[config.mk]
export PLATFORM = sky130hd
export DESIGN_NAME = uart_rx_deserializer
export DESIGN_NICKNAME = d
export VERILOG_FILES = /design/src/rtl/uart_rx_deserializer.sv
export SDC_FILE = /design/constraint.sdc
export NUM_CORES = 1
export LEC_CHECK = 0
export CAP_MARGIN = 20
export CELL_PAD_IN_SITES_DETAIL_PLACEMENT = 1
export CELL_PAD_IN_SITES_GLOBAL_PLACEMENT = 1
export CORE_ASPECT_RATIO = 1.1
export CORE_MARGIN = 2
export CORE_UTILIZATION = 25
export CTS_CLUSTER_DIAMETER = 60
export DETAILED_ROUTE_END_ITERATION = 8
export PLACE_DENSITY = 0.62
export SYNTH_ARGS = -nofsm -noshare
export SYNTH_HDL_FRONTEND = slang
export SYNTH_SLANG_ARGS = --single-unit
[constraint.sdc]
create_clock -name clk -period 2.9 [get_ports clk]
set_input_delay 0.725 -clock clk [delete_from_list [all_inputs] [get_ports clk]]
set_output_delay 0.725 -clock clk [all_outputs]
set_load 0.05 [all_outputs]
[src/rtl/uart_rx_deserializer.sv]
// 8N1-style UART receiver: oversampled start detect, mid-bit sampling, LSB-first shift,
// one-clock rx_valid / framing_error strobes, and break hold-off until the line idles.
//   state    | meaning
//   ST_IDLE  | line idle, waiting for a low sample
//   ST_START | counting to mid start bit to confirm it
//   ST_DATA  | sampling data bits every OVERSAMPLE ticks
//   ST_STOP  | sampling the stop bit
//   ST_BREAK | stop bit was low; wait for the line to return high
module uart_rx_deserializer #(
  parameter int OVERSAMPLE = 16,
  parameter int DATA_BITS  = 8
) (
  input  logic                 clk,
  input  logic                 reset,
  input  logic                 sample_enable,
  input  logic                 rx_serial,
  output logic [DATA_BITS-1:0] rx_data,
  output logic                 rx_valid,
  output logic                 framing_error,
  output logic                 rx_busy
);

  localparam int TW = $clog2(OVERSAMPLE);
  localparam int BW = $clog2(DATA_BITS) + 1;
  localparam logic [TW-1:0] TICK_MID  = TW'(OVERSAMPLE / 2 - 1);
  localparam logic [TW-1:0] TICK_LAST = TW'(OVERSAMPLE - 1);
  localparam logic [BW-1:0] BIT_LAST  = BW'(DATA_BITS - 1);

  typedef enum logic [2:0] {ST_IDLE, ST_START, ST_DATA, ST_STOP, ST_BREAK} state_t;

  state_t               state, state_nxt;
  logic [TW-1:0]        tick_cnt, tick_nxt;
  logic [BW-1:0]        bit_cnt, bit_nxt;
  logic [DATA_BITS-1:0] shift, shift_nxt;
  logic [DATA_BITS-1:0] data_nxt;
  logic                 valid_nxt, ferr_nxt;
  logic                 rx_meta, rx_s;

  // Two-flop synchronizer; resets to idle-high so reset never looks like a start bit.
  always_ff @(posedge clk) begin
    if (reset) begin
      rx_meta <= 1'b1;
      rx_s    <= 1'b1;
    end else begin
      rx_meta <= rx_serial;
      rx_s    <= rx_meta;
    end
  end

  always_ff @(posedge clk) begin
    if (reset) begin
      state         <= ST_IDLE;
      tick_cnt      <= '0;
      bit_cnt       <= '0;
      shift         <= '0;
      rx_data       <= '0;
      rx_valid      <= 1'b0;
      framing_error <= 1'b0;
    end else begin
      state         <= state_nxt;
      tick_cnt      <= tick_nxt;
      bit_cnt       <= bit_nxt;
      shift         <= shift_nxt;
      rx_data       <= data_nxt;
      rx_valid      <= valid_nxt;
      framing_error <= ferr_nxt;
    end
  end

  always_comb begin
    state_nxt = state;
    tick_nxt  = tick_cnt;
    bit_nxt   = bit_cnt;
    shift_nxt = shift;
    data_nxt  = rx_data;
    valid_nxt = 1'b0;
    ferr_nxt  = 1'b0;
    if (sample_enable) begin
      case (state)
        ST_IDLE: begin
          if (!rx_s) begin
            state_nxt = ST_START;
            tick_nxt  = '0;
          end
        end
        ST_START: begin
          if (tick_cnt == TICK_MID) begin
            if (!rx_s) begin
              state_nxt = ST_DATA;
              tick_nxt  = '0;
              bit_nxt   = '0;
            end else begin
              state_nxt = ST_IDLE;
            end
          end else begin
            tick_nxt = tick_cnt + 1'b1;
          end
        end
        ST_DATA: begin
          if (tick_cnt == TICK_LAST) begin
            shift_nxt = {rx_s, shift[DATA_BITS-1:1]};
            tick_nxt  = '0;
            if (bit_cnt == BIT_LAST) state_nxt = ST_STOP;
            else                     bit_nxt   = bit_cnt + 1'b1;
          end else begin
            tick_nxt = tick_cnt + 1'b1;
          end
        end
        ST_STOP: begin
          if (tick_cnt == TICK_LAST) begin
            tick_nxt = '0;
            if (rx_s) begin
              data_nxt  = shift;
              valid_nxt = 1'b1;
              state_nxt = ST_IDLE;
            end else begin
              ferr_nxt  = 1'b1;
              state_nxt = ST_BREAK;
            end
          end else begin
            tick_nxt = tick_cnt + 1'b1;
          end
        end
        ST_BREAK: begin
          if (rx_s) state_nxt = ST_IDLE;
        end
        default: state_nxt = ST_IDLE;
      endcase
    end
  end

  assign rx_busy = (state != ST_IDLE);

endmodule

==> flow_summary.ini, run 1 <==
[floorplan]
core_mm2 = 0.00547
start_util_pct = 26.3
ioPinCount = 15
die_h_um = 83.6
row_count = 28
dieArea_mm2 = 0.00638
die_x_um = 76.3

[grt]
grt_pass1_vias = 1261
grt-ovfl-total = 0
grt_use_total_pct = 11.8
grt_pass1_wl_mm = 6.00
antenna_found_initial = 0
grt_max_degree = 22

[sta]
worst_pin_slew_ps = 515
fmaxAchievable_ghz = 0.395
report.final.slew_viol_count = 0
setup_viol = 0
timing.final.crit_share_pct = 87.3
finalHoldViolCount = 0
rsz0062_at_grt = no
period_needed_ps = 2530
hold_ws_ps = 416
fin_tns_setup_ps = 0
worst_clock_skew_ps = 3.98
slew_headroom_pct = 65.6

[yosys]
yosysTopAreaCell = dfxtp_1
synth_edf_count = 0
synthFlopType = dfxtp_1
yosysTopAreaCellShare_pct = 43.1
syn-cell-area_mm2 = 0.00144
synth_warnings = 0
synth_nets = 155
yosysUniqueCellTypes = 45
ys_seq_elements = 31
synth_area_leaders = dfxtp_1, mux2i_1, nor2_1
netlist_instances = 149
synthArstFlopShare_pct = 0
yosysMostFrequentCell = dfxtp_1
syn_avg_cell_area_um2 = 9.66
seq_area_frac_synth_pct = 43.1
yosys-top-cells-count = dfxtp_1, nor2_1, mux2i_1

[status]
run_status = complete, no violations

[place]
dp_hpwl_mm = 2.47
port_buffers = 14
place.gp.congestion = 0.809

[clocking]
insertion_delay_ps = 280
htreeDepth = 2
clock-sinks = 31
ctsHoldBuffers = 0
clk_path_buf_depth = 2
cts_buffers = 5
clk_pin_slew_ps = 70
post_cts_resized = 0
post_cts_buffers = 0
tritoncts = yes
cts_root_buffer = clkbuf_8

[setup_path]
cp.required_ps = 2170
start_kind = flip-flop
crit_path_max_fanout = 10
crit_path_end_kind = output pin
worstPathArrival_ps = 1810
r2r_setup_slack_ps = 780
path_class = reg2out

[drt]
vias = 1151
route.detailed.drc = 0
antenna_left = 0
drtPass1Iterations = 4
wl_mm = 3.43
drtIter0Drc = 43
via_per_inst = 4.76
routedWlPerCell_um = 14.2

[final_layout]
utilization_pct = 31.8
drive_above_1_share_pct = 13.2
area_growth_pct = 21.0
nets = 172
diodes = 0

[pwr]
leakage_uw = 0.000580
irDropWorstVdd_mv = 0.207
power_density_mw_per_mm2 = 539

[run]
cap_violations = 0

[worst_hold_path]
min_path_type = reg2reg
## metal layers
metal / global-route usage [%] / up-vias / share of wire, %
met5: 0 / - / 0
met4: 5.45 / 0 / 1.7
met3: 3.35 / 7 / 3.2
met2: 20.4 / 19 / 48
met1: 13.4 / 554 / 47
li1: - / 571 / -
## sequential cells by signal, indices dropped and copies added (netlist names)
register       count
bit_cnt            4
rx_data            8
shift              8
rx_meta            1
state              3
tick_cnt           4
framing_error      1
rx_s               1
rx_valid           1
## cell usage in the layout, fill, tap and decap left out, types with 4 or more instances in the layout
| cell type | netlist | layout |
|---|---|---|
| nor2_1 | 19 | 19 |
| clkdlybuf4s50_1 | 0 | 14 |
| dfxtp_1 | 31 | 31 |
| nand2b_1 | 6 | 6 |
| clkbuf_8 | 0 | 5 |
| buf_4 | 0 | 4 |
| nand2_1 | 5 | 5 |
| o21ai_0 | 5 | 5 |
| mux2i_1 | 16 | 16 |
| a21oi_1 | 7 | 7 |
## cells by family (layout without fill, tap and decap cells)
kind of cell,count (synthesis),after routing,synth area share [%]
flops,31,31,43.1
simple gates,62,62,25.6
compound gates,25,25,12.1
fa+ha+maj,2,2,1.74
xor+xnor,2,2,1.22
mux,18,18,12.7
buf+inv,9,27,3.56
## per-stage QoR
step	total power, µW	area, µm²	worst slack, ps	cells
global placement	607	1660	555	234
CTS	951	1740	354	242
global route	995	1740	312	242
floorplan	577	1440	914	149
finish	938	1740	368	242
detailed placement	613	1660	483	234
## where the power goes
group	switching, µW	internal (µW)	leakage [µW]	total [µW]
clock network	166	167	0.0000412	333
logic	91.1	61.0	0.000289	152
registers	17.6	435	0.000250	452
total	274	663	0.000580	938
## worst paths after layout
check	start	to	cells after the start
setup / recovery	state[2]	rx_busy	2
hold / removal	rx_meta	rx_s	1
setup reg to reg	state[1]	bit_cnt[0]	4
hold reg to reg	rx_meta	rx_s	1
## critical path: stages, from the launching register on
cell,delay (ps)
dfxtp_1,410
or3_1,410
clkdlybuf4s50_1,710
## cell type report
class	count	area (µm²)
Timing Repair Buffer	18	170
Sequential cell	31	621
Tap cell	75	93.8
Clock inverter	2	12.5
Inverter	1	3.75
Fill cell	650	3720
Clock buffer	6	72.6
Multi-Input combinational cell	109	767
Power figures use the tool's default switching activity.
==> run 2: changes to the inputs <==
--- a/config.mk
+++ b/config.mk
@@ -14,6 +14,7 @@
 export CTS_CLUSTER_DIAMETER = 60
 export DETAILED_ROUTE_END_ITERATION = 8
 export PLACE_DENSITY = 0.62
+export RECOVER_POWER = 100
 export SYNTH_ARGS = -nofsm -noshare
 export SYNTH_HDL_FRONTEND = slang
 export SYNTH_SLANG_ARGS = --single-unit
==> flow_summary.ini, run 2 (same netlist as run 1, synthesis figures left out) <==
[setup_path]
worstPathArrival_ps = 1860
start_kind = flip-flop
path_class = reg2out
path_buf_inv = 1
r2r_cells = 4
crit_path_max_fanout = 12
r2r_setup_slack_ps = 610
slowest_delay_ps = 870
worst_path_max_delay_cell = dlygate4sd3_1
crit_path_end_kind = output pin
crit_chain = or3_1 -> dlygate4sd3_1
timing.rr.end = shift[2]
cp.required_ps = 2170
r2r_start = state[1]
critical-path-top-delay-family = buffers and inverters

[grt]
grt_max_degree = 22
grt_pass1_wl_mm = 6.00
grt_use_total_pct = 11.8
antenna_found_initial = 0
grt-ovfl-total = 0
grt_pass1_vias = 1261

[place]
dp_slack_ps = 483
dp_hpwl_mm = 2.47
port_buffers = 14
place.gp.congestion = 0.809

[drt]
vias = 1166
route.detailed.drc = 0
drtIter0Drc = 44
antenna_left = 0
routedWlPerCell_um = 14.2
drtPass1Iterations = 5
via_per_inst = 4.82
wl_mm = 3.44

[clocking]
tritoncts = yes
post_cts_resized = 0
ctsHoldBuffers = 0
clock-sinks = 31
insertion_delay_ps = 280
post_cts_buffers = 0
clk_path_buf_depth = 2
cts_root_buffer = clkbuf_8
htreeDepth = 2
clk_pin_slew_ps = 70
cts_buffers = 5

[sta]
report.final.slew_viol_count = 0
rsz0062_at_grt = no
period_needed_ps = 2590
fin_tns_setup_ps = 0
finalHoldViolCount = 0
worst_slack_ps = 310
worst_pin_slew_ps = 831
setup_viol = 0
timing.final.crit_share_pct = 89.3
fmaxAchievable_ghz = 0.386
worst_clock_skew_ps = 3.83
slew_headroom_pct = 44.4

[floorplan]
dieArea_mm2 = 0.00638
start_util_pct = 26.3
die_h_um = 83.6
ioPinCount = 15
row_count = 28
core_mm2 = 0.00547
die_x_um = 76.3

[pwr]
leakage_uw = 0.000592
irDropWorstVdd_mv = 0.205
power_density_mw_per_mm2 = 542
total_power_uw = 928

[worst_hold_path]
hold_end = rx_s
min-delay-start = rx_meta
worstHoldPathCells = 1
min_path_type = reg2reg

[final_layout]
reg_top3 = rx_data x8, shift x8
nets = 172
diodes = 0
final_common_cell = dfxtp_1
area_growth_pct = 19.0
drive_above_1_share_pct = 10.2
final_cell_mix = dfxtp_1, nor2_1, mux2i_1, dlygate4sd3_1, a21oi_1

[status]
run_status = complete, no violations

[run]
cap_violations = 0
[run 2: changes by cell type in the layout (fill, tap and decap cells not counted), sizes merged]
cell           delta
buf               -3
dlygate4sd3      +13
clkdlybuf4s50    -13
clkbuf            +3
[run 2: stage by stage]
| stage | util (%) | cell area (µm²) | hold WS (ps) | cells |
|---|---|---|---|---|
| CTS | 31.8 | 1740 | 422 | 242 |
| floorplan | - | 1440 | 389 | 149 |
| global placement | 30.3 | 1660 | 396 | 234 |
| detailed placement | 30.3 | 1660 | 401 | 234 |
| global route | 31.3 | 1710 | 460 | 242 |
| finish | 31.3 | 1710 | 416 | 242 |
[run 2: power breakdown]
| part | internal (µW) | switching (µW) | leakage [µW] | total, µW |
|---|---|---|---|---|
| combinational | 55.2 | 88.0 | 0.000300 | 143 |
| clock | 167 | 166 | 0.0000412 | 333 |
| sequential | 435 | 17.2 | 0.000250 | 452 |
[run 2: metal layers]
layer	wire length, µm	global-route usage, %	part of all wire, %	up-vias
li1	-	-	-	572
met3	128	3.35	3.7	7
met4	59	5.45	1.7	0
met5	0	0	0	-
met2	1680	20.4	49	20
met1	1570	13.4	46	567
[run 2: layout make-up]
class                           count  area (µm²)
Clock buffer                        6        72.6
Clock inverter                      2        12.5
Fill cell                         656        3750
Inverter                            1        3.75
Multi-Input combinational cell    109         751
Sequential cell                    31         621
Tap cell                           75        93.8
Timing Repair Buffer               18         159
[run 2: worst max path at each step]
stage / from / end / slack [ps] / depth (start not counted)
final: state[1] / rx_busy / 310 / 2
after floorplan: sample_enable / rx_data[3] / 910 / 5
after global routing: state[1] / rx_busy / 260 / 2
after detailed placement: sample_enable / rx_data[7] / 480 / 5
after CTS: state[2] / rx_busy / 350 / 2
after global placement: sample_enable / rx_data[7] / 560 / 5
